$ cat src/rtl/mul_pkg.sv
// Shared types and constants for the sequential 32x32 multiplier.
package mul_pkg;

  typedef enum logic [1:0] {
    OP_MUL    = 2'b00,
    OP_MULH   = 2'b01,
    OP_MULHSU = 2'b10,
    OP_MULHU  = 2'b11
  } mul_op_e;

  typedef enum logic [2:0] {
    ST_IDLE,
    ST_NEG_A,
    ST_NEG_B,
    ST_MUL,
    ST_NEG_LO,
    ST_NEG_HI,
    ST_DONE
  } mul_state_e;

  localparam int MUL_ITER    = 32;
  localparam int MUL_LATENCY = 36;

endpackage

$ cat src/rtl/brent_kung_adder_32b.sv
// 32-bit Brent-Kung parallel-prefix adder with carry in and carry out.
module brent_kung_adder_32b (
  input  logic [31:0] op1_i,
  input  logic [31:0] op2_i,
  input  logic        cin_i,
  output logic [31:0] sum_o,
  output logic        carry_o
);

  logic [31:0] gen;
  logic [31:0] prop;
  logic [31:0] gg;
  logic [31:0] pp;
  logic [32:0] carry;

  always_comb begin
    gen  = op1_i & op2_i;
    prop = op1_i ^ op2_i;
    gg   = gen;
    pp   = prop;
    // Up-sweep builds power-of-two group terms; down-sweep fills in the gaps.
    for (int lv = 0; lv < 5; lv++) begin
      for (int i = 0; i < 32; i++) begin
        int s;
        int j;
        s = 1 << lv;
        j = (i >= s) ? (i - s) : i;
        if (((i + 1) % (2 * s)) == 0) begin
          gg[i[4:0]] = gg[i[4:0]] | (pp[i[4:0]] & gg[j[4:0]]);
          pp[i[4:0]] = pp[i[4:0]] & pp[j[4:0]];
        end
      end
    end
    for (int lv = 0; lv < 4; lv++) begin
      for (int i = 0; i < 32; i++) begin
        int s;
        int j;
        s = 8 >> lv;
        j = (i >= s) ? (i - s) : i;
        if ((((i + 1) % (2 * s)) == s) && (i >= 2 * s)) begin
          gg[i[4:0]] = gg[i[4:0]] | (pp[i[4:0]] & gg[j[4:0]]);
          pp[i[4:0]] = pp[i[4:0]] & pp[j[4:0]];
        end
      end
    end
    carry[0] = cin_i;
    for (int i = 0; i < 32; i++) begin
      carry[i + 1] = gg[i[4:0]] | (pp[i[4:0]] & cin_i);
    end
  end

  assign sum_o   = prop ^ carry[31:0];
  assign carry_o = carry[32];

endmodule

$ cat src/rtl/seq_multiplier_32b.sv
// Multi-cycle radix-2 shift-add multiplier sharing one adder for sign
// correction and accumulation; returns the selected half of the product.
module seq_multiplier_32b
  import mul_pkg::*;
(
  input  logic        clk_i,
  input  logic        rst_i,
  input  logic        valid_i,
  output logic        ready_o,
  input  logic [31:0] op1_i,
  input  logic [31:0] op2_i,
  input  logic [1:0]  op_i,
  input  logic        kill_i,
  output logic        valid_o,
  input  logic        ready_i,
  output logic [31:0] result_o,
  output logic        busy_o
);

  mul_state_e  state_q;
  mul_state_e  state_d;
  mul_op_e     op_q;
  logic [31:0] a_q;
  logic [63:0] p_q;
  logic [4:0]  cnt_q;
  logic        c_q;
  logic        neg_res_q;
  logic        sa_q;
  logic        sb_q;
  logic        sa;
  logic        sb;

  logic [31:0] add_a;
  logic [31:0] add_b;
  logic        add_cin;
  logic [31:0] add_sum;
  logic        add_carry;

  assign sa = op1_i[31] & ((op_i == OP_MULH) | (op_i == OP_MULHSU));
  assign sb = op2_i[31] & (op_i == OP_MULH);

  brent_kung_adder_32b u_adder (
    .op1_i   (add_a),
    .op2_i   (add_b),
    .cin_i   (add_cin),
    .sum_o   (add_sum),
    .carry_o (add_carry)
  );

  always_ff @(posedge clk_i) begin
    if (rst_i) state_q <= ST_IDLE;
    else       state_q <= state_d;
  end

  always_comb begin
    state_d = state_q;
    case (state_q)
      ST_IDLE:   if (valid_i) state_d = ST_NEG_A;
      ST_NEG_A:  state_d = ST_NEG_B;
      ST_NEG_B:  state_d = ST_MUL;
      ST_MUL:    if (cnt_q == 5'(MUL_ITER - 1)) state_d = ST_NEG_LO;
      ST_NEG_LO: state_d = ST_NEG_HI;
      ST_NEG_HI: state_d = ST_DONE;
      ST_DONE:   if (ready_i) state_d = ST_IDLE;
      default:   state_d = ST_IDLE;
    endcase
    if (kill_i && (state_q != ST_IDLE)) state_d = ST_IDLE;
  end

  // Negation steps reuse the adder as ~x + cin; MUL accumulates the upper half.
  always_comb begin
    add_a   = 32'd0;
    add_b   = 32'd0;
    add_cin = 1'b0;
    case (state_q)
      ST_NEG_A:  begin add_a = ~a_q;         add_cin = 1'b1; end
      ST_NEG_B:  begin add_a = ~p_q[31:0];   add_cin = 1'b1; end
      ST_MUL:    begin add_a = p_q[63:32];   add_b = p_q[0] ? a_q : 32'd0; end
      ST_NEG_LO: begin add_a = ~p_q[31:0];   add_cin = 1'b1; end
      ST_NEG_HI: begin add_a = ~p_q[63:32];  add_cin = c_q; end
      default:   ;
    endcase
  end

  always_ff @(posedge clk_i) begin
    if (rst_i) begin
      a_q       <= 32'd0;
      p_q       <= 64'd0;
      cnt_q     <= 5'd0;
      c_q       <= 1'b0;
      op_q      <= OP_MUL;
      neg_res_q <= 1'b0;
      sa_q      <= 1'b0;
      sb_q      <= 1'b0;
    end else begin
      case (state_q)
        ST_IDLE: if (valid_i) begin
          a_q       <= op1_i;
          p_q       <= {32'd0, op2_i};
          op_q      <= mul_op_e'(op_i);
          sa_q      <= sa;
          sb_q      <= sb;
          neg_res_q <= sa ^ sb;
        end
        ST_NEG_A: if (sa_q) a_q <= add_sum;
        ST_NEG_B: begin
          if (sb_q) p_q[31:0] <= add_sum;
          cnt_q <= 5'd0;
        end
        ST_MUL: begin
          p_q   <= {add_carry, add_sum, p_q[31:1]};
          cnt_q <= cnt_q + 5'd1;
        end
        ST_NEG_LO: if (neg_res_q) begin
          p_q[31:0] <= add_sum;
          c_q       <= add_carry;
        end
        ST_NEG_HI: if (neg_res_q) p_q[63:32] <= add_sum;
        default: ;
      endcase
    end
  end

  assign ready_o  = (state_q == ST_IDLE);
  assign valid_o  = (state_q == ST_DONE);
  assign busy_o   = (state_q != ST_IDLE);
  assign result_o = (op_q == OP_MUL) ? p_q[31:0] : p_q[63:32];

endmodule

$ cat config.mk
export PLATFORM = sky130hd
export DESIGN_NAME = seq_multiplier_32b
export DESIGN_NICKNAME = d
export VERILOG_FILES = /design/src/rtl/mul_pkg.sv /design/src/rtl/brent_kung_adder_32b.sv /design/src/rtl/seq_multiplier_32b.sv
export SDC_FILE = /design/constraint.sdc
export NUM_CORES = 1
export LEC_CHECK = 0
export ABC_AREA = 0
export BUFFER_PORTS_ARGS = -buffer_cell sky130_fd_sc_hd__buf_2
export CAP_MARGIN = 40
export CORE_ASPECT_RATIO = 2
export CORE_UTILIZATION = 45
export CTS_BUF_LIST = sky130_fd_sc_hd__clkbuf_4 sky130_fd_sc_hd__clkbuf_8
export CTS_CLUSTER_DIAMETER = 100
export DETAILED_ROUTE_END_ITERATION = 10
export SLEW_MARGIN = 25
export SYNTH_ARGS = -nofsm -noshare
export SYNTH_HDL_FRONTEND = slang
export SYNTH_SLANG_ARGS = --single-unit
$ cat constraint.sdc
create_clock -name clk_i -period 10.5 [get_ports clk_i]
set_input_delay 2.1 -clock clk_i [delete_from_list [all_inputs] [get_ports clk_i]]
set_output_delay 2.1 -clock clk_i [all_outputs]
set_load 0.01 [all_outputs]
---- Word-level counts from Yosys, hierarchy flattened ----
Index checks and enable logic that the tools add are counted.
storage, ports and cells
  bits of input ports ..................... 71
  bits in latches ......................... 0
  ROM bits ................................ 0
  bits in writable memories ............... 0
  flip-flop bits (word level) ............. 110
  memories ................................ 0
  output and inout bits ................... 35
  word-level logic and storage cells ...... 307
operators by class
  equal/unequal tests ..................... 16
  muxes and demuxes ....................... 18
  multipliers ............................. 0
  divide/modulo/power cells ............... 0
  shift-type cells ........................ 0
  add/subtract/negate cells ............... 1
  reductions and logical operators ........ 17
  $lt $le $gt $ge ......................... 0
  bitwise gates (word level) .............. 245
operator list
  operator                                        number
  case mux 32 bit (4 select lines)                2
  2-to-1 mux 32 bit                               7
  AND 1 bit                                       148
  NOT 32 bit                                      3
  case mux 32 bit (3 select lines)                1
  OR 1 bit                                        90
  2-to-1 mux 64 bit                               1
  case mux 32 bit (2 select lines)                1
  XOR 32 bit                                      2
  AND 32 bit                                      1
  case mux 3 bit (7 select lines)                 1
  inequality test 2 bit (second input constant)   6
  case mux 5 bit (2 select lines)                 1
  == test 3 bit (second input constant)           3
  2-to-1 mux 3 bit                                3
  AND reduction 3 bit                             3
  == test 3 x 2 -> 1 bit (second input constant)  2
  nonzero test 3 bit                              2
  adder 5 x 1 -> 5 bit (second input constant)    1
  == test 5 bit (second input constant)           1
  AND reduction 2 bit                             2
  AND reduction 4 bit                             1
  nonzero test 2 bit                              2
  nonzero test 4 bit                              1
  other kinds (11)                                12

---- Depth between registers and ports, before layout ----
Gate-level depths: netlist of run 1.
  depth in word-level cells ............... 24
  gate-level depth with buffers ........... 18

---- Cells and area by module ----
Synthesis of run 1 repeated with hierarchy kept, for this count alone.
second synthesis, totals
  cell total of the unflattened synthesis .. 1083
  area total of the unflattened synthesis .. 8699.6 um^2
by module, submodules not included
  module                times used  seq. area each (um^2)  area each (um^2)  cells each
  seq_multiplier_32b    1           2202.1                 7424.6            921
  brent_kung_adder_32b  1           0.0                    1275.0            162

---- Worst setup path after synthesis of run 1 ----
OpenSTA, ideal clock, no wires.
  kind .................................... reg-to-reg
  from .................................... register state_q[1]
  to ...................................... register p_q[27]
  path buffers ............................ 4
  cell stages (with the launch flop) ...... 17
  data required time ...................... 10367 ps
  data arrival time ....................... 3949 ps
  library setup time ...................... 133 ps
  setup slack ............................. 6418 ps
  path through ............................ dfxtp_1 -> clkbuf_1 -> clkbuf_1 -> clkbuf_1 -> clkbuf_1 -> nand2_1 -> and3_1 -> ha_1 -> a21oi_1 -> o21ai_1 -> a221oi_1 -> a2bb2oi_2 -> o21ai_4 -> a211oi_2 -> o311ai_2 -> a221oi_1 -> a21oi_1
between the ends
  cells in the longest elaborated chain, start to end .. 22
  elaborated cells between the ends (all ways) .. 102
  classes of those cells .................. 8 x eq/ne; 6 x mux; 83 x bitwise; 5 x reduce/logical
RTL lines
  what                                                     RTL line                                                source
  from (decl)                                              seq_multiplier_32b.sv:20                                mul_state_e state_q;
  from (signal assigned)                                   seq_multiplier_32b.sv:52                                else state_q <= state_d;
  == test 3 bit or == test 3 x 2 -> 1 bit (tied branches)  seq_multiplier_32b.sv:75, seq_multiplier_32b.sv:96
  OR reduction 2 bit (no line)                             --
  case mux 32 bit (4 select lines)                         seq_multiplier_32b.sv:75                                case (state_q)
  XOR 32 bit or AND 32 bit (tied branches)                 brent_kung_adder_32b.sv:18, brent_kung_adder_32b.sv:17
  AND 1 bit                                                brent_kung_adder_32b.sv:29                              gg[i[4:0]] = gg[i[4:0]] | (pp[i[4:0]] & gg[j[4:0]]);
  OR 1 bit                                                 brent_kung_adder_32b.sv:29
  AND 1 bit                                                brent_kung_adder_32b.sv:29
  OR 1 bit                                                 brent_kung_adder_32b.sv:29
  [... 6 more ...]                                         --
  AND 1 bit                                                brent_kung_adder_32b.sv:41                              gg[i[4:0]] = gg[i[4:0]] | (pp[i[4:0]] & gg[j[4:0]]);
  OR 1 bit                                                 brent_kung_adder_32b.sv:41
  AND 1 bit                                                brent_kung_adder_32b.sv:41
  OR 1 bit                                                 brent_kung_adder_32b.sv:41
  OR 1 bit                                                 brent_kung_adder_32b.sv:48                              carry[i + 1] = gg[i[4:0]] | (pp[i[4:0]] & cin_i);
  XOR 32 bit                                               brent_kung_adder_32b.sv:52                              assign sum_o = prop ^ carry[31:0];
  2-to-1 mux 32 bit, on equally long branches              seq_multiplier_32b.sv:114, seq_multiplier_32b.sv:107
  case mux 32 bit (4 select lines)                         seq_multiplier_32b.sv:96                                case (state_q)
  to (signal assigned)                                     seq_multiplier_32b.sv:99                                p_q <= {32'd0, op2_i};
  to (signal assigned)                                     seq_multiplier_32b.sv:111                               p_q <= {add_carry, add_sum, p_q[31:1]};
  to (signal assigned)                                     seq_multiplier_32b.sv:115                               p_q[31:0] <= add_sum;
  to (decl)                                                seq_multiplier_32b.sv:24                                logic [63:0] p_q;
Parallel ways exist; a longest one is shown, timed or not. The select of a mux whose other input is x is not followed.
A chain may end at the register's enable or synchronous reset.

---- Worst setup path in the final report of run 1 ----
  from .................................... register state_q[2]
  to ...................................... register a_q[23]
between the ends
  cells in the longest elaborated chain, start to end .. 22
  elaborated cells between the ends (all ways) .. 88
  classes of those cells .................. 7 x eq/ne; 5 x mux; 71 x bitwise; 5 x reduce/logical
RTL lines
  what                                                     RTL line                                                source
  == test 3 bit or == test 3 x 2 -> 1 bit (tied branches)  seq_multiplier_32b.sv:75
  OR reduction 2 bit (no line)                             --
  case mux 32 bit (4 select lines)                         seq_multiplier_32b.sv:75
  XOR 32 bit or AND 32 bit (tied branches)                 brent_kung_adder_32b.sv:18, brent_kung_adder_32b.sv:17
  AND 1 bit                                                brent_kung_adder_32b.sv:29
  OR 1 bit                                                 brent_kung_adder_32b.sv:29
  AND 1 bit                                                brent_kung_adder_32b.sv:29
  OR 1 bit                                                 brent_kung_adder_32b.sv:29
  [... 6 more ...]                                         --
  AND 1 bit                                                brent_kung_adder_32b.sv:41
  OR 1 bit                                                 brent_kung_adder_32b.sv:41
  AND 1 bit                                                brent_kung_adder_32b.sv:41
  OR 1 bit                                                 brent_kung_adder_32b.sv:41
  OR 1 bit                                                 brent_kung_adder_32b.sv:48
  XOR 32 bit                                               brent_kung_adder_32b.sv:52
  2-to-1 mux 32 bit                                        seq_multiplier_32b.sv:105                               ST_NEG_A: if (sa_q) a_q <= add_sum;
  case mux 32 bit (2 select lines)                         seq_multiplier_32b.sv:96
  to (signal assigned)                                     seq_multiplier_32b.sv:98                                a_q <= op1_i;
  to (signal assigned)                                     seq_multiplier_32b.sv:105
  to (decl)                                                seq_multiplier_32b.sv:23                                logic [31:0] a_q;
Parallel ways exist; a longest one is shown, timed or not. The select of a mux whose other input is x is not followed.

==> out/qor.yml, run 1 <==
status:
  status: "completed"
timing:
  hold_slack_ps: 469
  hold_viol_final: 0
  max_freq_mhz: 208
  setup_viol: 0
  relSlewSlack_pct: 43.7
  setup_tns_ps: 0
  fin_ws_ps: 5690
  tightest_slew_ps: 841
  final.min_clock_period_ps: 4810
  slew_violations: 0
  rsz0062_at_grt: "false"
  clock_skew_ps: 17.6
  fin_crit_sh_pct: 45.8
clocking:
  post_cts_buffers: 0
  cts.sinks: 110
  clk_latency_ps: 440
  holdBufCountCts: 0
  cts_tree: "yes"
  clkSlewWorstSetupHoldPaths_ps: 110
  numCtsBuffers: 9
  h-tree-depth: 3
  ctsResizeCount: 0
  ctsRootBufferMaster: "clkbuf_8"
  clockBufferDepth: 2
floorplan:
  num_rows: 70
  die_area_mm2: 0.0196
  die_h_um: 197
  start_util_pct: 46.4
  coreArea_mm2: 0.0184
  die_w_um: 99.4
  pin_count: 106
grt:
  overflow: 0
  antenna_found_initial: 0
  grt_max_degree: 61
  grt_pass1_vias: 9329
  grt_pass1_wl_mm: 51.8
  grt_usage_pct: 35.0
synthesis:
  synth_seq_cells: 110
  synth_edf_count: 0
  ys.flop_type: "dfxtp_1"
  syn_area_per_cell_um2: 7.22
  yosysUniqueCellTypes: 68
  syn_nets: 1290
  synthesis.area_mm2: 0.00854
  yosysTopAreaCell: "dfxtp_1"
  postSynthCellCount: 1183
  synthArstFlopShare_pct: 0
  synth_top_cells_by_area: "dfxtp_1 26%, o21ai_0 7.6%, nand2_1 6.6%"
  netlist.area_leader.share_pct: 25.8
  ys_warn_count: 0
  yosysSeqAreaShare_pct: 25.8
place:
  post-place-ws_ps: 5810
  io_buffers: 105
  gp_congestion: 0.931
  place_area_mm2: 0.00926
  hpwl_mm: 23.0
power:
  peakVddDrop_v: 0.0000954
  power.density_mw_per_mm2: 164
  leakage_nw: 4.00
finish:
  diodes: 0
  nets: 1332
  multiInputGateArea_mm2: 0.00590
  utilization_pct: 51.5
  syn_to_final_growth_pct: 11.0
  register_area_mm2: 0.00221
  drive_gt1_share_pct: 17.2
  fill_cells: 1943
  final_cell_area_mm2: 0.00947
critical_path:
  crit_required_ps: 10840
  cp-start-kind: "register"
  critPathTopFamily: "compound AO/OA/AOI/OAI gates"
  critical_path_class: "reg -> reg"
  cp_data_arrival_time_ps: 5150
  crit_slowest_cell: "o311ai_2"
  path_max_fanout: 51
  path_buf_inv: 3
  crit_path_frequent_cell: "buf_4"
  end_kind: "register"
  critical_path.max_stage_delay_ps: 620
  crit_chain: "inv_1, buf_4, and3_2, buf_4, and3_1, ha_1, a21oi_1, o21ai_1, a221oi_1, a2bb2oi_2, o21ai_4, o311ai_2, nand2_1, a311oi_1"
routing:
  postRouteAntennaNets: 0
  viasPerCell: 6.60
  first_pass_iters: 5
  vias: 9548
  drt_iter0_drc: 686
  drc_errors: 0
  wl_mm: 33.6
  wl_per_cell_um: 23.2
job:
  maxCapViolations: 0
min_path:
  hp-class: "reg -> reg"
## worst min-delay path: cells and delay by family (launching register included)
family / cells / cell delay (ps)
flip-flops: 1 / 330
AND/OR/NAND/NOR: 1 / 50
AO/OA/AOI/OAI: 1 / 50
## cell usage in the layout, fill, tap and decap left out, types with 18 or more instances in the layout
cell | Yosys | final
nand2_1 | 150 | 149
o21ai_0 | 130 | 129
nor2_1 | 115 | 109
dfxtp_1 | 110 | 109
a21oi_1 | 107 | 106
buf_2 | 2 | 105
and3_1 | 69 | 68
a22oi_1 | 41 | 41
ha_1 | 35 | 35
mux2_2 | 33 | 33
inv_1 | 26 | 26
nor3_1 | 25 | 25
a311oi_1 | 24 | 24
buf_4 | 0 | 23
a221oi_1 | 22 | 22
xnor2_1 | 21 | 21
o22ai_1 | 18 | 18
## path summary, 6_finish.rpt
check / start / end / slack, ps / cells past startpoint
setup / recovery: state_q[2] / a_q[23] / 5690 / 14
setup reg to reg: state_q[2] / a_q[23] / 5690 / 14
hold reg to reg: sb_q / sb_q / 470 / 2
hold / removal: sb_q / sb_q / 470 / 2
## flip-flops by register name (all words and copies together), names as in the netlist
register / count
a_q: 32
neg_res_q: 1
state_q: 3
p_q: 64
c_q: 1
sb_q: 1
cnt_q: 5
sa_q: 1
op_q: 2
## cells by family (layout without fill, tap and decap cells)
group	count (synthesis)	count (layout)	share of synthesized area (%)
buffers and inverters	128	175	5.66
flip-flops	110	110	25.8
AND/OR/NAND/NOR	403	403	21.5
XOR/XNOR	28	28	2.96
AO/OA/AOI/OAI	441	441	33.9
adder cells (fa/ha/maj)	36	36	5.36
multiplexers	37	37	4.82
## power by group
| group | total [mW] | switching, mW | internal, mW | leakage, nW |
|---|---|---|---|---|
| clock | 0.301 | 0.170 | 0.130 | 0.105 |
| combinational | 0.697 | 0.440 | 0.257 | 2.99 |
| sequential | 0.553 | 0.0738 | 0.479 | 0.907 |
## cells in the mapped netlist, drive strengths merged, types with 2 or more instances
| master | number |
|---|---|
| o211ai | 17 |
| o21bai | 4 |
| ha | 35 |
| a211oi | 13 |
| a2bb2oi | 2 |
| a311oi | 24 |
| a21o | 8 |
| mux2i | 4 |
| o221ai | 9 |
| a21oi | 108 |
| xor2 | 6 |
| o311ai | 6 |
| a221oi | 22 |
| clkbuf | 93 |
| and2 | 5 |
| o21a | 4 |
| a31oi | 10 |
| xnor2 | 22 |
| dfxtp | 110 |
| inv | 27 |
| nand2 | 150 |
| buf | 8 |
| a22o | 2 |
| or3 | 3 |
| nor2b | 5 |
| mux2 | 33 |
| nor3b | 3 |
| nor3 | 25 |
| nor2 | 115 |
| nand3b | 2 |
| a22oi | 41 |
| nand3 | 10 |
| nand4 | 6 |
| and3 | 69 |
| nand2b | 6 |
| o22ai | 19 |
| o31ai | 2 |
| o21ai | 140 |
## routing by layer
layer | GRT usage (%) | vias up | routed length (um)
met1 | 37.9 | 4483 | 12200
met4 | 27.6 | 0 | 2760
met3 | 4.18 | 161 | 1930
met2 | 60.8 | 467 | 16700
li1 | - | 4437 | -
met5 | 0 | - | 0
## per-stage QoR
step                      instances  power (mW)
after CTS                      1446        1.54
after detailed placement       1430        1.24
after global routing           1446        1.64
after global placement         1426        1.23
after floorplan                1183        1.00
final                          1446        1.55
## final cells by class
class | count | share of cell area, %
clock buffer | 12 | 1.74
clock inverter | 4 | 0.568
inverter | 27 | 1.07
multi-input combinational | 945 | 62.2
sequential | 110 | 23.3
tap | 216 | 2.85
timing repair buffer | 132 | 8.24
(Power assumes the default switching activity.)
==> inputs of run 2 (changes only) <==
==> constraint.sdc (replaced) <==
create_clock -name clk_i -period 5 [get_ports clk_i]
set_input_delay 1 -clock clk_i [delete_from_list [all_inputs] [get_ports clk_i]]
set_output_delay 1 -clock clk_i [all_outputs]
set_load 0.01 [all_outputs]
==> run 2 against run 1 <==
Critical path depth unchanged. Clock power grew 95%. Hold slack gained 3.8 ps. Critical endpoint unchanged. First-iteration DRC count is 0.44% lower. Die area stayed put. Total power rose by 110%. Flip-flop and latch count unchanged. Final area grew 0.62%. Clock skew down 3.9 ps. Critical path type unchanged. Sequential power rose by 110%. Largest cell class unchanged.
==> out/qor.yml, run 2 (synthesized netlist as in run 1, its figures left out) <==
critical_path:
  critical_path.max_stage_delay_ps: 620  # about the same
  cp-start-kind: "register"
  end_kind: "register"
  critPathTopFamily: "compound AO/OA/AOI/OAI gates"
  crit_slowest_cell: "o311ai_2"
  path_buf_inv: 2  # -1
  cp_data_arrival_time_ps: 4820  # -330 ps
  crit_required_ps: 5320  # -5520 ps
  critical_path.startpoint: "state_q[2]"
  critical_path_class: "reg -> reg"
  reg2reg_from: "state_q[2]"
  crit_chain: "inv_1, nor2_2, buf_4, a22oi_1, and3_1, ha_1, a21oi_1, o21ai_1, a221oi_1, a2bb2oi_2, o21ai_4, o311ai_2, nand2_1, a311oi_1"
  path_max_fanout: 11  # -78%
grt:
  grt_pass1_vias: 9428  # +1.1%
  overflow: 0  # unchanged
  grt_pass1_wl_mm: 52.1  # +0.65%
  grt_usage_pct: 35.3  # +0.28 points
  antenna_found_initial: 0  # unchanged
  grt_max_degree: 77  # +26%
place:
  place_area_mm2: 0.00930  # +0.49%
  io_buffers: 105  # unchanged
  post-place-ws_ps: 658  # -5150 ps
  hpwl_mm: 23.7  # +2.9%
  gp_congestion: 0.933  # +0.20%
routing:
  first_pass_iters: 8  # +3
  drt_iter0_drc: 683  # -0.44%
  vias: 9535  # -0.14%
  drc_errors: 0  # unchanged
  viasPerCell: 6.53  # -1.1%
  wl_per_cell_um: 23.4  # +0.70%
  postRouteAntennaNets: 0  # unchanged
  wl_mm: 34.2  # +1.7%
min_path:
  hold_path.startpoint: "cnt_q[4]"
  hp-class: "reg -> reg"
timing:
  fin_ws_ps: 505  # -5180 ps
  final.min_clock_period_ps: 4490  # -317 ps
  tightest_slew_ps: 904  # +63.4 ps
  hold_viol_final: 0  # unchanged
  fin_crit_sh_pct: 89.9  # +44 points
  hold_slack_ps: 472  # +3.76 ps
  rsz0062_at_grt: "false"
  relSlewSlack_pct: 39.7  # -4.1 points
  slew_violations: 0  # unchanged
  setup_viol: 0  # unchanged
  clock_skew_ps: 13.7  # -3.93 ps
  setup_tns_ps: 0  # unchanged
  max_freq_mhz: 222  # +7.0%
floorplan:
  die_h_um: 197  # unchanged
  die_w_um: 99.4  # unchanged
  coreArea_mm2: 0.0184  # unchanged
  pin_count: 106  # unchanged
  die_area_mm2: 0.0196  # unchanged
  num_rows: 70  # unchanged
  start_util_pct: 46.4  # unchanged
finish:
  largest-register: "p_q"
  final_common_cell: "nand2_1"
  final_cell_mix: "149 x nand2_1, 129 x o21ai_0, 109 x nor2_1, 109 x dfxtp_1, 106 x a21oi_1"
  syn_to_final_growth_pct: 11.7
  final_cell_area_mm2: 0.00953  # +0.62%
  drive_gt1_share_pct: 18.1  # +0.87 points
  top_regs: "p_q x64, a_q x32, cnt_q x5"
  nets: 1345  # +0.98%
  largest_reg_flops: 64  # unchanged
  utilization_pct: 51.8  # +0.32 points
job:
  maxCapViolations: 0  # unchanged
clocking:
  cts_tree: "yes"
  holdBufCountCts: 0  # unchanged
  cts.sinks: 110  # unchanged
  clockBufferDepth: 2  # unchanged
  ctsResizeCount: 0  # unchanged
  clk_latency_ps: 400  # -40 ps
  post_cts_buffers: 0  # unchanged
  ctsRootBufferMaster: "clkbuf_8"
  numCtsBuffers: 9  # unchanged
  clkSlewWorstSetupHoldPaths_ps: 110  # about the same
  h-tree-depth: 3  # unchanged
power:
  power.density_mw_per_mm2: 338  # +110%
  leakage_nw: 4.05  # +1.4%
  peakVddDrop_v: 0.000161  # +69%
status:
  status: "completed"
[run 2: cell count changes in the layout (fill, tap and decap cells not counted), moves of 2 or more]
cell	change
buf_4	+11
clkbuf_4	+3
buf_6	+2
clkbuf_8	-2
clkinv_2	+2
[run 2: power breakdown]
part / internal (mW) / total, mW / switching, mW
logic: 0.549 / 1.48 / 0.927
clock network: 0.256 / 0.587 / 0.331
registers: 1.01 / 1.16 / 0.156
total: 1.81 / 3.23 / 1.41
[run 2: path summary, 6_finish.rpt]
| path | slack [ps] | depth (start not counted) | to |
|---|---|---|---|
| max reg2reg | 510 | 14 | a_q[23] |
| min | 470 | 2 | cnt_q[4] |
| max | 510 | 14 | a_q[23] |
| min reg2reg | 470 | 2 | cnt_q[4] |
[run 2: per-stage QoR]
stage | instances | total power [mW]
2_1_floorplan | 1183 | 2.11
3_3_place_gp | 1437 | 2.59
3_5_place_dp | 1440 | 2.62
4_1_cts | 1456 | 3.21
5_1_grt | 1459 | 3.41
6_report | 1460 | 3.23
[run 2: final cells by class]
cell class / count / area [um^2]
multi-input cells: 945 / 5890
fillers: 1921 / 8860
clock inverters: 4 / 47.5
well taps: 216 / 270
inverters: 27 / 101
clock buffers: 12 / 153
flip-flops and latches: 110 / 2210
diodes: 1 / 2.50
repair buffers: 145 / 861
[run 2: worst reg2reg max path: stages (launching register included)]
cell,delay (ps)
dfxtp_1,580
inv_1,140
nor2_2,480
buf_4,300
a22oi_1,80
and3_1,210
ha_1,340
a21oi_1,180
o21ai_1,110
a221oi_1,610
a2bb2oi_2,260
o21ai_4,150
o311ai_2,620
nand2_1,110
a311oi_1,250
[run 2: routing by layer]
layer | track usage [%] | part of all wire, %
met5 | 0 | 0
met4 | 26.5 | 6.9
met3 | 4.93 | 5.7
met2 | 63.1 | 51
met1 | 36.8 | 36
